<file path="src/rtl/mdu_ctrl.sv">
// mdu_ctrl: iterative MULT/MULTU/DIV/DIVU sequencer owning HI/LO, plus MTHI/MTLO.
// 32 radix-2 steps in CALC, sign fix-up and HI/LO write in FIX.
`default_nettype none

module mdu_ctrl #(
  parameter int WIDTH = 32,
  parameter int CNT_W = 5
) (
  input  logic             clk,
  input  logic             rst,
  input  logic             start,
  input  logic [2:0]       op,
  input  logic [WIDTH-1:0] a,
  input  logic [WIDTH-1:0] b,
  input  logic             hilo_use,
  input  logic             flush,
  output logic [WIDTH-1:0] hi,
  output logic [WIDTH-1:0] lo,
  output logic             busy,
  output logic             done,
  output logic             stall
);

  localparam logic [2:0] OP_MULT  = 3'd0;
  localparam logic [2:0] OP_MULTU = 3'd1;
  localparam logic [2:0] OP_DIV   = 3'd2;
  localparam logic [2:0] OP_DIVU  = 3'd3;
  localparam logic [2:0] OP_MTHI  = 3'd4;
  localparam logic [2:0] OP_MTLO  = 3'd5;

  localparam logic [CNT_W-1:0] LAST_STEP = CNT_W'(WIDTH - 1);
  localparam logic [WIDTH-1:0] MIN_NEG   = {1'b1, {(WIDTH-1){1'b0}}};
  localparam logic [WIDTH-1:0] ALL_ONES  = {WIDTH{1'b1}};

  typedef enum logic [1:0] {
    IDLE = 2'd0,
    CALC = 2'd1,
    FIX  = 2'd2
  } state_t;

  state_t             state;
  logic [CNT_W-1:0]   cnt;
  logic [2*WIDTH-1:0] acc;
  logic [WIDTH-1:0]   m;
  logic [WIDTH-1:0]   a_raw;
  logic               is_div;
  logic               neg_q;
  logic               neg_r;
  logic               dz;
  logic               ovf;

  logic               signed_op;
  logic [WIDTH-1:0]   a_abs;
  logic [WIDTH-1:0]   b_abs;
  logic [WIDTH:0]     mul_sum;
  logic [WIDTH:0]     div_trial;
  logic [2*WIDTH-1:0] step_acc;
  logic [2*WIDTH-1:0] prod_fix;
  logic [WIDTH-1:0]   res_hi;
  logic [WIDTH-1:0]   res_lo;

  assign signed_op = (op == OP_MULT) || (op == OP_DIV);
  assign a_abs     = (signed_op && a[WIDTH-1]) ? -a : a;
  assign b_abs     = (signed_op && b[WIDTH-1]) ? -b : b;

  // acc holds {upper product, multiplier} for multiply and {remainder, quotient} for divide.
  assign mul_sum   = {1'b0, acc[2*WIDTH-1:WIDTH]} + (acc[0] ? {1'b0, m} : {(WIDTH+1){1'b0}});
  assign div_trial = acc[2*WIDTH-1:WIDTH-1] - {1'b0, m};

  always_comb begin
    step_acc = {mul_sum, acc[WIDTH-1:1]};
    if (is_div) begin
      if (div_trial[WIDTH])
        step_acc = {acc[2*WIDTH-2:0], 1'b0};
      else
        step_acc = {div_trial[WIDTH-1:0], acc[WIDTH-2:0], 1'b1};
    end
  end

  assign prod_fix = neg_q ? -acc : acc;

  always_comb begin
    res_hi = prod_fix[2*WIDTH-1:WIDTH];
    res_lo = prod_fix[WIDTH-1:0];
    if (is_div) begin
      if (dz) begin
        res_hi = a_raw;
        res_lo = ALL_ONES;
      end else if (ovf) begin
        res_hi = '0;
        res_lo = MIN_NEG;
      end else begin
        res_hi = neg_r ? -acc[2*WIDTH-1:WIDTH] : acc[2*WIDTH-1:WIDTH];
        res_lo = neg_q ? -acc[WIDTH-1:0] : acc[WIDTH-1:0];
      end
    end
  end

  always_ff @(posedge clk) begin
    if (!rst) begin
      state  <= IDLE;
      cnt    <= '0;
      acc    <= '0;
      m      <= '0;
      a_raw  <= '0;
      is_div <= 1'b0;
      neg_q  <= 1'b0;
      neg_r  <= 1'b0;
      dz     <= 1'b0;
      ovf    <= 1'b0;
      hi     <= '0;
      lo     <= '0;
      busy   <= 1'b0;
      done   <= 1'b0;
    end else begin
      done <= 1'b0;
      case (state)
        IDLE: begin
          if (start && !flush) begin
            case (op)
              OP_MTHI: hi <= a;
              OP_MTLO: lo <= a;
              OP_MULT, OP_MULTU, OP_DIV, OP_DIVU: begin
                is_div <= op[1];
                acc    <= op[1] ? {{WIDTH{1'b0}}, a_abs} : {{WIDTH{1'b0}}, b_abs};
                m      <= op[1] ? b_abs : a_abs;
                a_raw  <= a;
                neg_q  <= signed_op && (a[WIDTH-1] ^ b[WIDTH-1]);
                neg_r  <= signed_op && a[WIDTH-1];
                dz     <= (b == '0);
                ovf    <= (op == OP_DIV) && (a == MIN_NEG) && (b == ALL_ONES);
                cnt    <= '0;
                busy   <= 1'b1;
                state  <= CALC;
              end
              default: ;
            endcase
          end
        end
        CALC: begin
          if (flush) begin
            busy  <= 1'b0;
            state <= IDLE;
          end else begin
            acc <= step_acc;
            cnt <= cnt + 1'b1;
            if (cnt == LAST_STEP)
              state <= FIX;
          end
        end
        FIX: begin
          busy  <= 1'b0;
          state <= IDLE;
          if (!flush) begin
            hi   <= res_hi;
            lo   <= res_lo;
            done <= 1'b1;
          end
        end
        default: begin
          busy  <= 1'b0;
          state <= IDLE;
        end
      endcase
    end
  end

  assign stall = busy && (hilo_use || start);

endmodule

`default_nettype wire

</file>
<file path="config.mk">
export PLATFORM = sky130hd
export DESIGN_NAME = mdu_ctrl
export DESIGN_NICKNAME = d
export VERILOG_FILES = /design/src/rtl/mdu_ctrl.sv
export SDC_FILE = /design/constraint.sdc
export NUM_CORES = 1
export LEC_CHECK = 0
export BUFFER_PORTS_ARGS = -buffer_cell sky130_fd_sc_hd__buf_4
export CAP_MARGIN = 10
export CORE_MARGIN = 2
export CORE_UTILIZATION = 47
export CTS_BUF_LIST = sky130_fd_sc_hd__clkbuf_4 sky130_fd_sc_hd__clkbuf_8
export CTS_CLUSTER_DIAMETER = 30
export DETAILED_ROUTE_END_ITERATION = 12
export HOLD_SLACK_MARGIN = 0.1
export PLACE_DENSITY = 0.65
export SYNTH_ARGS = -nofsm -noshare
export SYNTH_HDL_FRONTEND = slang
export SYNTH_SLANG_ARGS = --single-unit
</file>
<file path="constraint.sdc">
create_clock -name clk -period 5.3 [get_ports clk]
set_input_delay 0.53 -clock clk [delete_from_list [all_inputs] [get_ports clk]]
set_output_delay 0.53 -clock clk [all_outputs]
set_load 0.005 [all_outputs]
</file>
==> results.toml <==
[clocking]
cts.path.max_buffers = 3
ctsHtreeMaxLevel = 2
clk_latency_ns = 0.69
cts_resized = 0
cts.sinks = 206
cts_tree = "yes"
hold_buffers = 0
cts_made_buffers = 56
path_clk_slew_ns = 0.06
cts-root-buf = "clkbuf_8"
cts_setup_buffers = 0

[synthesis]
syn_area_per_cell_um2 = 7.11
synth_cell_types = 88
synth_flop_cell = "dfxtp_1"
synth_top_area_cell = "dfxtp_1"
synth_area_leaders = "dfxtp_1 (24%), a21oi_1 (8.1%), nand2_1 (6.6%)"
yosys_warnings = 0
netlist_area_um2 = 17000
ys_ff_latch = 206
synth-edff-count = 0
synth_nets = 2535
synth_seq_area_share_pct = 24.3
netlist_instances = 2390
async_flop_share_pct = 0
synth.top_cell.area_share_pct = 24.3

[power_and_ir_drop]
pwr-share-seq_pct = 32.4
powerDensity_nw_per_um2 = 261
switching_share_pct = 32.1
internal_power_mw = 3.48
p_switching_mw = 1.64
ir_drop_v = 0.000248
leakage_nw = 7.78
clkPwrFrac_pct = 48.9
pwr-share-comb_pct = 18.7

[setup_path]
crit_path_end_kind = "register"
critPathRequiredTime_ns = 5.82
r2r-start = "acc[0]$_SDFFE_PN0P_"
r2r.worst_path.cells = 13
path_max_fanout = 30
worstSetupPathType = "reg2reg"
arrival_ns = 4.39
startpoint = "acc[0]$_SDFFE_PN0P_"
r2r_slack_ns = 1.43
worstSetupEndpoint = "acc[56]$_SDFFE_PN0P_"
timing.rr.end = "acc[56]$_SDFFE_PN0P_"
crit_path_start_kind = "register"

[floorplanning]
std_cell_rows = 69
die_w_um = 194
design.core.area_um2 = 35600
start_util_pct = 47.8
io_pins = 139
die_area_um2 = 37700
die_y_um = 194

[route]
wl_met1_mm = 29.3
ant_nets = 0
viasPerCell = 6.42
vias = 18900
wl_met2_mm = 30.9
drc = 0
drt-total-wl_mm = 70.6
first_iter_violations = 2139
top_layer_used = "met4"
first_pass_iters = 6
wl_per_cell_um = 24.0
met3WireLength_mm = 6.97

[grt]
grt_pass1_wl_mm = 107
grt_max_degree = 81
grt_overflow_total = 0
grt_antenna_before_repair = 0
grt_pass1_vias = 17632
gr-usage-all-layers_pct = 36.2

[sta]
slew_violations = 0
finalSetupViolCount = 0
fmax_mhz = 259
rsz0062_at_grt = "no"
finClkSkew_ns = 0.0798
fin_tns_setup_ns = 0
worstMarginPinSlew_ns = 1.11
fin_crit_sh_pct = 72.9
hold_violations = 0
slew_headroom_pct = 26.1
period_minus_slack_ns = 3.87

[final_layout]
final_cells = 2944
drive_above_1_share_pct = 13.6
filler_cell_count = 3467
diodes = 0
fin_nets = 2580
area_delta_synth_final_pct = 15.2

[job]
maxCapViolCount = 0

[placement]
gp_congestion = 1.04
hpwl_mm = 52.0
dpl.cell_count = 2838
port_buffers = 138

[hold_path]
holdCritPathClass = "in2reg"

[outcome]
status = "finished clean"
==> cells in the mapped netlist (10+ instances only) <==
library cell / count
a31oi_1: 21
and2_1: 14
or4_1: 13
ha_1: 71
a211oi_1: 22
and3_1: 14
o221ai_1: 12
o211ai_1: 58
a21o_1: 22
nor4_1: 17
a221oi_1: 26
clkbuf_1: 163
a22oi_1: 21
or3_1: 21
mux2_2: 19
mux2i_1: 42
dfxtp_1: 206
o31ai_1: 24
inv_1: 58
buf_1: 14
a21oi_1: 276
nand3_1: 52
nand2b_1: 25
o21ai_0: 193
xnor2_1: 81
nand2_1: 298
nor2b_1: 10
o41ai_1: 13
xor2_1: 92
nor3_1: 65
nand4_1: 20
a311oi_1: 11
nor2_1: 240
==> through the flow <==
step,hold WS [ns],util [%],total power [mW],setup slack (ns),instance area [um^2]
floorplan,0.432,-,2.28,1.93,17000
global placement,0.433,51.2,2.61,1.72,18200
detailed placement,0.432,51.2,2.62,1.58,18200
CTS,0.137,55.1,5.11,1.48,19600
global route,0.157,55.1,5.30,1.15,19600
finish,0.171,55.1,5.12,1.43,19600
==> power by group through the flow <==
| stage | sequential [mW] | combinational, mW | clock (mW) |
|---|---|---|---|
| after floorplan | 1.66 | 0.624 | 0 |
| after global placement | 1.69 | 0.922 | 0 |
| after detailed placement | 1.69 | 0.926 | 0 |
| after CTS | 1.66 | 0.931 | 2.52 |
| after global routing | 1.67 | 1.03 | 2.60 |
| final | 1.66 | 0.957 | 2.51 |
==> metal layers <==
metal,vias to the layer above,global-route usage (%)
met5,-,0
met4,0,16.0
met3,193,7.15
met2,1043,56.2
met1,8912,48.5
li1,8752,-
==> layout make-up <==
class,instances,area [um^2],share of cell area [%]
flip-flops and latches,206,4130,21.1
well taps,461,577,2.94
clock buffers,70,938,4.79
repair buffers,178,1350,6.88
clock inverters,36,432,2.20
inverters,60,226,1.16
multi-input cells,1933,11900,61.0
==> flip-flops by register name, indices dropped and copies added (netlist names) <==
signal,cells
neg_r,1
lo,32
hi,32
m,32
cnt,5
state,2
is_div,1
done,1
ovf,1
busy,1
dz,1
a_raw,32
neg_q,1
acc,64
==> placed cells by master (no fill, tap or decap), types with 66 or more instances in the layout <==
master    count
nand2_1     298
a21oi_1     276
nor2_1      239
dfxtp_1     204
o21ai_0     193
buf_4       177
xor2_1       91
xnor2_1      81
ha_1         71
clkbuf_8     66
==> worst min path at each step <==
stage               slack [ns]  cells after the start           startpoint                     end
floorplan                 0.43                      2    m[2]$_SDFFE_PN0P_       m[2]$_SDFFE_PN0P_
global placement          0.43                      2  hi[26]$_SDFFE_PN0P_     hi[26]$_SDFFE_PN0P_
detailed placement        0.43                      2  hi[26]$_SDFFE_PN0P_     hi[26]$_SDFFE_PN0P_
CTS                       0.14                      3                a[20]  a_raw[20]$_SDFFE_PN0P_
global route              0.16                      3                a[12]  a_raw[12]$_SDFFE_PN0P_
finish                    0.17                      3                a[12]  a_raw[12]$_SDFFE_PN0P_
==> worst max-delay path, stage by stage (launching register included) <==
cell,delay [ns]
dfxtp_1,0.39
inv_1,0.11
buf_4,0.35
nor2_1,0.08
ha_1,0.34
o211ai_1,0.24
o211ai_1,0.20
a21boi_0,0.39
o21ai_0,0.27
a41oi_1,0.43
o21ai_0,0.15
a21oi_1,0.18
mux2_2,0.35
o31ai_1,0.22
==> logic make-up after synthesis <==
group           synth area share, %
flops                          24.3
buf+inv                        5.77
mux                            3.73
xor+xnor                       8.91
compound gates                 29.3
fa+ha+maj                      5.46
simple gates                   22.6
Note: power is estimated with default switching activity, not from simulation.
